**config.mk**
```make
export PLATFORM = sky130hd
export DESIGN_NAME = fifo_rd_stream
export DESIGN_NICKNAME = d
export VERILOG_FILES = /design/src/rtl/fifo_rd_stream.sv
export SDC_FILE = /design/constraint.sdc
export NUM_CORES = 1
export LEC_CHECK = 0
export ABC_AREA = 1
export CAP_MARGIN = 40
export CORE_ASPECT_RATIO = 1.4
export CORE_MARGIN = 8
export CORE_UTILIZATION = 50
export DETAILED_ROUTE_END_ITERATION = 12
export PLACE_DENSITY = 0.83
export SLEW_MARGIN = 10
export SYNTH_ARGS = -nofsm -noshare
export SYNTH_HDL_FRONTEND = slang
export SYNTH_SLANG_ARGS = --single-unit
```
**constraint.sdc**
```tcl
create_clock -name clk_i -period 2.3 [get_ports clk_i]
set_input_delay 0.46 -clock clk_i [delete_from_list [all_inputs] [get_ports clk_i]]
set_output_delay 0.46 -clock clk_i [all_outputs]
set_load 0.03 [all_outputs]
```
**src/rtl/fifo_rd_stream.sv**
```systemverilog
// Read-domain FIFO consumer feeding a 2-entry valid/ready output queue.
// Optional flush port enabled by defining FIFO_RD_STREAM_FLUSH_EN.
module fifo_rd_stream #(
    parameter int DATA_SIZE = 8,
    parameter int RD_LAT    = 0
) (
    input  logic                 clk_i,
    input  logic                 rst_i,
`ifdef FIFO_RD_STREAM_FLUSH_EN
    input  logic                 flush_i,
`endif
    input  logic                 fifo_rempty_i,
    input  logic [DATA_SIZE-1:0] fifo_rdata_i,
    output logic                 fifo_rinc_o,
    output logic                 m_valid_o,
    output logic [DATA_SIZE-1:0] m_data_o,
    input  logic                 m_ready_i,
    output logic [1:0]           level_o,
    output logic                 idle_o
);

    logic [1:0]           cnt_q, cnt_d;
    logic                 rd_ptr_q, rd_ptr_d;
    logic                 wr_ptr_q, wr_ptr_d;
    logic                 inflight_q, inflight_d;
    logic [DATA_SIZE-1:0] buf_q [2];

    logic                 flush;
    logic                 take;
    logic                 wr_en;
    logic [2:0]           occ;

`ifdef FIFO_RD_STREAM_FLUSH_EN
    assign flush = flush_i;
`else
    assign flush = 1'b0;
`endif

    assign m_valid_o = (cnt_q != 2'd0);
    assign m_data_o  = buf_q[rd_ptr_q];
    assign level_o   = cnt_q;
    assign idle_o    = (cnt_q == 2'd0) & ~inflight_q;
    assign take      = m_valid_o & m_ready_i;

    // Slots already promised: stored words plus the word still in flight.
    assign occ = {1'b0, cnt_q} + {2'b00, inflight_q} - {2'b00, take};

    assign fifo_rinc_o = ~rst_i & ~flush & ~fifo_rempty_i & (occ < 3'd2);

    always_comb begin
        wr_en      = 1'b0;
        inflight_d = 1'b0;
        if (RD_LAT == 0) begin
            wr_en = fifo_rinc_o;
        end else begin
            wr_en      = inflight_q;
            inflight_d = fifo_rinc_o;
        end

        cnt_d    = cnt_q;
        rd_ptr_d = rd_ptr_q;
        wr_ptr_d = wr_ptr_q;
        if (wr_en) begin
            wr_ptr_d = ~wr_ptr_q;
        end
        if (take) begin
            rd_ptr_d = ~rd_ptr_q;
        end
        unique case ({wr_en, take})
            2'b10:   cnt_d = cnt_q + 2'd1;
            2'b01:   cnt_d = cnt_q - 2'd1;
            default: cnt_d = cnt_q;
        endcase

        if (flush) begin
            wr_en      = 1'b0;
            inflight_d = 1'b0;
            cnt_d      = 2'd0;
            rd_ptr_d   = 1'b0;
            wr_ptr_d   = 1'b0;
        end
    end

    always_ff @(posedge clk_i) begin
        if (rst_i) begin
            cnt_q      <= 2'd0;
            rd_ptr_q   <= 1'b0;
            wr_ptr_q   <= 1'b0;
            inflight_q <= 1'b0;
            buf_q[0]   <= '0;
            buf_q[1]   <= '0;
        end else begin
            cnt_q      <= cnt_d;
            rd_ptr_q   <= rd_ptr_d;
            wr_ptr_q   <= wr_ptr_d;
            inflight_q <= inflight_d;
            if (wr_en) begin
                buf_q[wr_ptr_q] <= fifo_rdata_i;
            end
        end
    end

endmodule

```
==> results.cfg <==
[clock_network]
insertion_delay_to_the_later_sink_of_the_worst_skew_pair_ns = 0.30
cts.clk_slew.worst_paths_ns = 0.11
tritoncts = yes
clock-root-buffer = clkbuf_4
cts.sink_count = 21
clockBufferDepth = 2
htreeDepth = 1
cts_made_buffers = 3
cts_setup_buffers = 0

[floorplanning]
rows = 19
ios = 25
floorplan.die.height_um = 68.08
floorplan.core_area_um2 = 1902
initial_core_util_pct = 50.92
die-width_um = 53.20
dieArea_um2 = 3621

[pwr]
pwr-share-comb_pct = 30.6
power-per-cell-area_nw_per_um2 = 731.4
total_power_mw = 0.9188
power.clock.fraction_pct = 18.2
ir_drop_uv = 504.6
net-switching-power_mw = 0.2867
cellLeakagePower_nw = 0.5420
internal_power_mw = 0.6320
power_switching_share_pct = 31.21
power.share.sequential_pct = 51.2

[place]
placed_cell_area_um2 = 1227
dp_worst_setup_slack_ns = 0.3334
gp_congestion = 0.6807
dp_cells = 135
io_buffer_count = 24
hpwl_after_dpl_mm = 1.408

[synthesis]
synth_sequential_area_ratio_pct = 59.95
syn-cell-area_um2 = 968.4
cell_taking_the_most_area_after_synthesis = edfxtp_1
synth_cell_types = 17
ys_ff_latch = 21
syn_nets = 104
syn_area_per_cell_um2 = 10.64
synth_top_area_share_pct = 49.61
post_synth_inst_count = 91
ys_top_cells_by_area = edfxtp_1, dfxtp_1, mux2_2
synth-warning-count = 0

[grt]
antenna_found_initial = 0
global_route_wire_length_before_repair_mm = 2.960
grt-ovfl-total = 0
track_usage_pct = 10.39
grt_start_max_net_pins = 13
grt_pass1_vias = 696

[sta]
slew_headroom_pct = 79.15
final_max_slew_viol_count = 0
final.setup_skew_ns = 0.002073
final_report_setup_violation_count = 0
total_count_of_hold_check_failures_in_the_final_report = 0
whs_ns = 0.5332
final_period_util_pct = 93.59
finalCriticalPeriod_ns = 2.153
timing.setup.tns_ns = 0
fmaxAchievable_ghz = 0.4646
worst_pin_slew_ns = 0.3121
rsz0062_at_grt = no
timing.final.ws_setup_ns = 0.1474

[layout]
finalNetCount = 132
layout.cells.most_common_list = nor2_1, clkdlybuf4s50_1, edfxtp_1
mostFrequentLayoutCell = nor2_1
final_cell_area_um2 = 1256
seqCellArea_um2 = 581.8
fillerInstances = 163
n_antenna_cell = 0
final-instance-count-excl-fill = 139
syn_to_final_growth_pct = 29.72
final_layout_size_suffix_gt1_share_pct = 21.19
multi_input_combinational_cell_area_um2 = 322.8
layout.core_utilization_pct = 66.05

[setup_path]
cp_top_family = buffers and inverters
largest_fanout_on_the_critical_path = 8
startpoint_type_of_the_worst_setup_path = register
timing.critical_path.cells = mux2_2 -> clkdlybuf4s50_1
max_stage_delay_ns = 0.59
crit_buf_inv = 1
timing.critical_path.arrival_ns = 1.69
critPathCaptureType = output port
setup.worst_path.class = reg2out
crit_required_ns = 1.84
cp_slowest_cell = clkdlybuf4s50_1

[route]
routed_wirelength_mm = 1.696
viasPerCell = 4.849
routedWlPerCell_um = 12.20
detail-route-antenna-nets = 0
via_count = 674
drt_drc_violations_left = 0
drtIter0Drc = 3
drt-pass1-iter-count = 4

[flow_run]
max_cap_violations = 0

[status]
status = finished, final reports clean

[hold_path]
hold_class = reg2reg
==> layer usage <==
metal / wire length (um) / up-vias / GRT usage [%]
li1: - / 341 / -
met1: 686 / 308 / 11.71
met2: 897 / 20 / 18.82
met3: 86 / 5 / 2.391
met4: 25 / 0 / 2.848
met5: 0 / - / 0
==> power by group through the flow <==
stage / Clock (mW) / Sequential (mW) / Combinational, mW
6_report: 0.167 / 0.470 / 0.281
3_3_place_gp: 0 / 0.477 / 0.283
5_1_grt: 0.179 / 0.477 / 0.303
2_1_floorplan: 0 / 0.478 / 0.175
3_5_place_dp: 0 / 0.479 / 0.285
4_1_cts: 0.165 / 0.472 / 0.286
==> sequential cells by signal, indices dropped and copies added, names as in the netlist, named ones only <==
register,flops
buf_q,16
level_o,2
wr_ptr_q,1
rd_ptr_q,1
==> synthesized netlist by cell type <==
master	instances
inv_2	2
mux2_2	8
nand2_1	7
nor2_1	24
inv_1	14
nand2_2	3
a21oi_1	2
ha_1	1
nand4_1	1
edfxtp_1	16
nand2_4	2
o21ai_0	1
nand3_4	1
buf_2	1
nor2_4	1
dfxtp_1	5
nor2_2	2
==> worst paths after layout <==
| path | from | to | slack [ns] | depth (start not counted) |
|---|---|---|---|---|
| setup / recovery | register | m_data_o[5] | 0.15 | 2 |
| hold / removal | rd_ptr_q$_SDFFE_PP0P_ | register | 0.53 | 2 |
| setup reg to reg | level_o[0]$_SDFFE_PP0P_ | buf_q[0][6]$_SDFFCE_PN0P_ | 0.90 | 7 |
| hold reg to reg | rd_ptr_q$_SDFFE_PP0P_ | register | 0.53 | 2 |
==> cell families (layout without fill, tap and decap cells) <==
family	Yosys count	in the layout	synth area share, %
flops	21	21	59.95
buf+inv	17	44	6.718
mux	8	8	9.303
compound gates	3	3	1.550
simple gates	41	41	21.19
fa+ha+maj	1	1	1.292
==> tightest hold or removal path: stages, from the launching register on <==
cell and delay, ns:
dfxtp_1 0.36, nor2_1 0.06, nor2_1 0.09
==> what timing repair did <==
item	CTS	global route
hold buffers	0	0
endpoints found under the setup margin	1	0
resized for setup	1	0
==> layout make-up <==
cell class / instances / area share (%)
Sequential cell: 21 / 46.31
Multi-Input combinational cell: 53 / 25.70
Timing Repair Buffer: 24 / 18.92
Inverter: 16 / 4.781
Tap cell: 21 / 2.092
Clock buffer: 3 / 1.793
Clock inverter: 1 / 0.3984
Power figures use the tool's default switching activity.
